--- src/rtl/bram_scan_sequencer.sv ---
// rtl/bram_scan_sequencer.sv - BRAM fill-then-scan sequencer with held read-back display
//
// Purpose: on a start pulse, write (SEED + addr) mod 256 to every BRAM word,
// then read each word back in address order. Each word is held on
// disp_value/disp_addr for HOLD_CYCLES clocks. When the last word's hold
// expires, the block sits in DONE until the next start.
//
// Optional feature: define BRAM_SCAN_VERIFY_EN to compare each read-back word
// against the fill pattern. A mismatch sets a sticky error flag. Without the
// macro, error is tied to 0.
//
// Ports:
//   clk, rst_n          clock, asynchronous active-low reset
//   start               single-cycle pulse; accepted in IDLE and DONE only
//   wr_en/addr/data     BRAM write port, driven during FILL
//   rd_en/addr          BRAM read request, driven during RD_REQ
//   rd_data             BRAM read data, valid the cycle after rd_en
//   disp_value/addr     word currently held for display, and its address
//   busy, done, error   status flags
module bram_scan_sequencer #(
  parameter int          ADDR_W      = 4,
  parameter logic [7:0]  SEED        = 8'h0A,
  parameter int          HOLD_CYCLES = 50_000_000
) (
  input  logic              clk,
  input  logic              rst_n,
  input  logic              start,
  output logic              wr_en,
  output logic [ADDR_W-1:0] wr_addr,
  output logic [7:0]        wr_data,
  output logic              rd_en,
  output logic [ADDR_W-1:0] rd_addr,
  input  logic [7:0]        rd_data,
  output logic [7:0]        disp_value,
  output logic [ADDR_W-1:0] disp_addr,
  output logic              busy,
  output logic              done,
  output logic              error
);

  // The hold counter only ever holds HOLD_CYCLES-1 down to 0.
  localparam int HOLD_W = (HOLD_CYCLES > 1) ? $clog2(HOLD_CYCLES) : 1;
  localparam logic [HOLD_W-1:0] HOLD_LOAD = HOLD_W'(HOLD_CYCLES - 1);

  typedef enum logic [2:0] {
    IDLE,
    FILL,
    RD_REQ,
    RD_CAP,
    HOLD,
    DONE
  } state_t;

  state_t            state, state_nxt;
  logic [ADDR_W-1:0] addr_cnt;
  logic [HOLD_W-1:0] hold_cnt;
  logic              last_addr;
  logic              start_ok;
  logic [7:0]        fill_value;

  assign last_addr  = &addr_cnt;
  assign start_ok   = start && ((state == IDLE) || (state == DONE));
  // The 8-bit add discards the carry, so the pattern wraps from 8'hFF to 8'h00.
  assign fill_value = SEED + 8'(addr_cnt);

  always_ff @(posedge clk or negedge rst_n) begin
    if (!rst_n) begin
      state <= IDLE;
    end else begin
      state <= state_nxt;
    end
  end

  always_comb begin
    state_nxt = state;
    wr_en     = 1'b0;
    wr_addr   = '0;
    wr_data   = '0;
    rd_en     = 1'b0;
    rd_addr   = '0;
    busy      = 1'b0;
    done      = 1'b0;
    case (state)
      IDLE: begin
        if (start) state_nxt = FILL;
      end
      FILL: begin
        wr_en   = 1'b1;
        wr_addr = addr_cnt;
        wr_data = fill_value;
        busy    = 1'b1;
        if (last_addr) state_nxt = RD_REQ;
      end
      RD_REQ: begin
        rd_en     = 1'b1;
        rd_addr   = addr_cnt;
        busy      = 1'b1;
        state_nxt = RD_CAP;
      end
      RD_CAP: begin
        busy      = 1'b1;
        state_nxt = HOLD;
      end
      HOLD: begin
        busy = 1'b1;
        if (hold_cnt == '0) state_nxt = last_addr ? DONE : RD_REQ;
      end
      DONE: begin
        done = 1'b1;
        if (start) state_nxt = FILL;
      end
      default: state_nxt = IDLE;
    endcase
  end

  // Address counter, hold timer and the display registers.
  always_ff @(posedge clk or negedge rst_n) begin
    if (!rst_n) begin
      addr_cnt   <= '0;
      hold_cnt   <= '0;
      disp_value <= '0;
      disp_addr  <= '0;
    end else begin
      case (state)
        IDLE, DONE: begin
          if (start) addr_cnt <= '0;
        end
        FILL: begin
          // The counter wraps to 0 after the last write, ready for the scan.
          addr_cnt <= addr_cnt + 1'b1;
        end
        RD_CAP: begin
          disp_value <= rd_data;
          disp_addr  <= addr_cnt;
          hold_cnt   <= HOLD_LOAD;
        end
        HOLD: begin
          if (hold_cnt != '0) begin
            hold_cnt <= hold_cnt - 1'b1;
          end else if (!last_addr) begin
            addr_cnt <= addr_cnt + 1'b1;
          end
        end
        default: ;
      endcase
    end
  end

`ifdef BRAM_SCAN_VERIFY_EN
  always_ff @(posedge clk or negedge rst_n) begin
    if (!rst_n) begin
      error <= 1'b0;
    end else if (start_ok) begin
      error <= 1'b0;
    end else if ((state == RD_CAP) && (rd_data != fill_value)) begin
      error <= 1'b1;
    end
  end
`else
  assign error = 1'b0;
  logic unused_start_ok;
  assign unused_start_ok = start_ok;
`endif

endmodule
--- config.mk ---
export PLATFORM = sky130hd
export DESIGN_NAME = bram_scan_sequencer
export DESIGN_NICKNAME = d
export VERILOG_FILES = /design/src/rtl/bram_scan_sequencer.sv
export SDC_FILE = /design/constraint.sdc
export NUM_CORES = 1
export LEC_CHECK = 0
export CORE_MARGIN = 2
export CORE_UTILIZATION = 45
export DETAILED_ROUTE_END_ITERATION = 8
export MAX_ROUTING_LAYER = met4
export PLACE_DENSITY = 0.75
export SLEW_MARGIN = 25
export SYNTH_ARGS = -nofsm -noshare
export SYNTH_HDL_FRONTEND = slang
export SYNTH_SLANG_ARGS = --single-unit
--- constraint.sdc ---
create_clock -name clk -period 3.9 [get_ports clk]
set_input_delay 0.78 -clock clk [delete_from_list [all_inputs] [get_ports clk]]
set_output_delay 0.78 -clock clk [all_outputs]
set_load 0.1 [all_outputs]
==> impl_metrics.py <==
metrics = {
    "cts": {
        "cts.sinks": 45,
        "cts-htree-levels": 2,
        "cts_resized": 0,
        "cts_buffer_depth": 2,
        "clkTransAtPathRegs_ps": 90,
        "root_buffer": "clkbuf_8",
        "post_cts_buffers": 0,
        "clock_latency_ps": 300,
        "cts_buffers": 5,
        "hold_buffers": 0,
        "cts_tree": "yes",
    },
    "timing": {
        "clock_skew_ps": 9.01,
        "fmax_mhz": 365,
        "hold_violations": 0,
        "slew-limit-headroom_pct": 34.5,
        "setup_tns_ps": 0,
        "fin_crit_sh_pct": 70.2,
        "min_period_ps": 2740,
        "grt_setup_unrepaired": "no",
        "slew_viol_final": 0,
        "tightest_slew_ps": 979,
        "setup_viol": 0,
    },
    "floorplan": {
        "row_count": 27,
        "start_util_pct": 46.9,
        "ios": 44,
        "core_area_mm2": 0.00551,
        "die_area_mm2": 0.00636,
        "die_y_um": 79.7,
        "die_x_um": 79.7,
    },
    "setup_path": {
        "r2r_setup_slack_ps": 1160,
        "r2r-end": "state[2]",
        "crit_start": "hold_cnt[16]",
        "r2r-start": "hold_cnt[16]",
        "cp_data_arrival_time_ps": 2890,
        "crit_end": "state[2]",
        "crit_path_start_kind": "register",
        "crit_type": "register to register",
        "crit_required_ps": 4050,
        "crit_fanout": 11,
        "r2r_cells": 5,
        "endpoint_kind": "register",
    },
    "place": {
        "place_congestion": 0.898,
        "placed_area_mm2": 0.00293,
        "io_buffers": 39,
        "dpl.hpwl_um": 3760,
    },
    "synthesis": {
        "syn-instance-count": 295,
        "synth_area_leaders": "dfrtp_1 44%, nand2_1 7.9%, nor2_1 4.4%, and3_1 2.9%, mux2i_1 2.7%",
        "netlist_area_mm2": 0.00258,
        "synthXorXnorAreaFrac_pct": 3.39,
        "synth_simple_gate_area_share_pct": 30.5,
        "synth_mux_area_share_pct": 3.59,
        "yosysSeqAreaShare_pct": 43.6,
        "synth.avg_cell_area_um2": 8.75,
        "synth_warnings": 0,
        "synthFlopType": "dfrtp_1",
        "ys_seq_elements": 45,
        "synth_compound_area_share_pct": 11.9,
        "postSynth.asyncResetShare_pct": 100,
        "yosysUniqueCellTypes": 51,
        "synth_edf_count": 0,
        "synth_top_area_share_pct": 43.6,
        "yosys.area.top_type": "dfrtp_1",
        "synth_top_family_by_area": "simple AND/OR/NAND/NOR gates",
        "synthAdderAreaFrac_pct": 1.45,
    },
    "hold_path": {
        "holdCritPathClass": "primary input to async pin",
    },
    "layout": {
        "layout-drive-gt1-share_pct": 12.9,
        "final_common_cell": "nand2_1",
        "antenna_cells": 0,
        "final_cell_mix": "54 x nand2_1, 45 x dfrtp_1, 30 x nor2_1",
        "finalInstanceArea_mm2": 0.00304,
        "layout.nets": 339,
        "syn_to_final_growth_pct": 18.0,
    },
    "global_route": {
        "antenna_found_initial": 0,
        "grt_pass1_wl_um": 9880,
        "globalRouteOverflowTotal": 0,
        "grt_pass1_vias": 2170,
        "grt_usage_pct": 19.9,
        "grt_max_degree": 46,
    },
    "detailed_routing": {
        "vias": 2206,
        "first_pass_iters": 4,
        "viasPerCell": 5.54,
        "first_iter_violations": 134,
        "wire_per_inst_um": 14.1,
        "drc": 0,
        "ant_nets": 0,
        "drt_wl_total_um": 5610,
    },
    "run": {
        "drv_cap": 0,
    },
    "pwr": {
        "p_per_area_mw_per_mm2": 816,
        "leakagePower_uw": 0.00146,
        "power_uw": 2490,
        "irDropWorstVdd_uv": 680,
    },
    "status": {
        "status": "finished clean",
    },
}
## cell families after synthesis
logic type | Yosys count
other | 1
AOI/OAI and AO/OA | 45
DFF | 45
and+or+nand+nor | 154
muxes | 9
adders and majority gates | 3
buffers and inverters | 28
xor gates and xnor gates | 10
## power by group
| part | switching, uW | leakage, uW | internal (uW) |
|---|---|---|---|
| clock | 164 | 0.0000543 | 192 |
| sequential | 167 | 0.000572 | 604 |
| combinational | 988 | 0.000830 | 371 |
## cells in the mapped netlist, drive strengths merged, types with 2 or more instances
cell type	number
a211oi	2
a21o	2
a21oi	9
and2	2
and3	12
and4	3
buf	7
clkbuf	14
dfrtp	45
ha	3
inv	7
mux2	2
mux2i	7
nand2	54
nand2b	3
nand3	12
nand3b	2
nand4b	2
nor2	30
nor2b	2
nor3	6
nor3b	2
nor4	4
nor4b	2
o211ai	6
o21ai	12
o31a	2
o31ai	6
or2	3
or3	6
or4	7
xnor2	6
xor2	4
## routing by layer
layer,routed length [um],global-route usage (%)
met2,2690,32.5
met5,0,-
met1,2590,25.2
met3,270,3.51
met4,57,6.03
## flip-flops by register name, indices dropped and copies added (netlist names)
signal      cells
disp_addr       4
disp_value      8
state           3
hold_cnt       26
addr_cnt        4
## how the worst min path moves through the flow
stage,from,end,slack (ps),cells past startpoint
3_3_place_gp,disp_value[7],disp_value[7],460,2
2_1_floorplan,hold_cnt[16],hold_cnt[16],470,1
6_report,rst_n,hold_cnt[24],450,1
3_5_place_dp,disp_value[2],disp_value[2],470,2
5_1_grt,rst_n,hold_cnt[24],510,1
4_1_cts,disp_value[2],disp_value[2],490,2
## worst max-delay path: stages, from the launching register on
cell	delay (ps)
dfrtp_1	410
nor4_1	540
nand3_1	500
nor4b_2	800
mux2_2	280
o21ai_0	70
## cell type report
class | count | area [um2]
fill | 519 | 2460
multi-input combinational | 225 | 1330
sequential | 45 | 1130
timing repair buffer | 41 | 360
tap | 72 | 90.1
clock buffer | 5 | 68.8
clock inverter | 3 | 46.3
inverter | 7 | 26.3
## metrics by stage
stage / setup slack (ps) / hold WS, ps / cells / util (%)
6_report: 1160 / 450 / 398 / 55.3
5_1_grt: 981 / 507 / 398 / 55.3
3_5_place_dp: 1180 / 466 / 390 / 53.1
2_1_floorplan: 632 / 468 / 298 / -
3_3_place_gp: 1290 / 458 / 390 / 53.1
4_1_cts: 1150 / 489 / 398 / 55.2
Power figures use the tool's default switching activity.
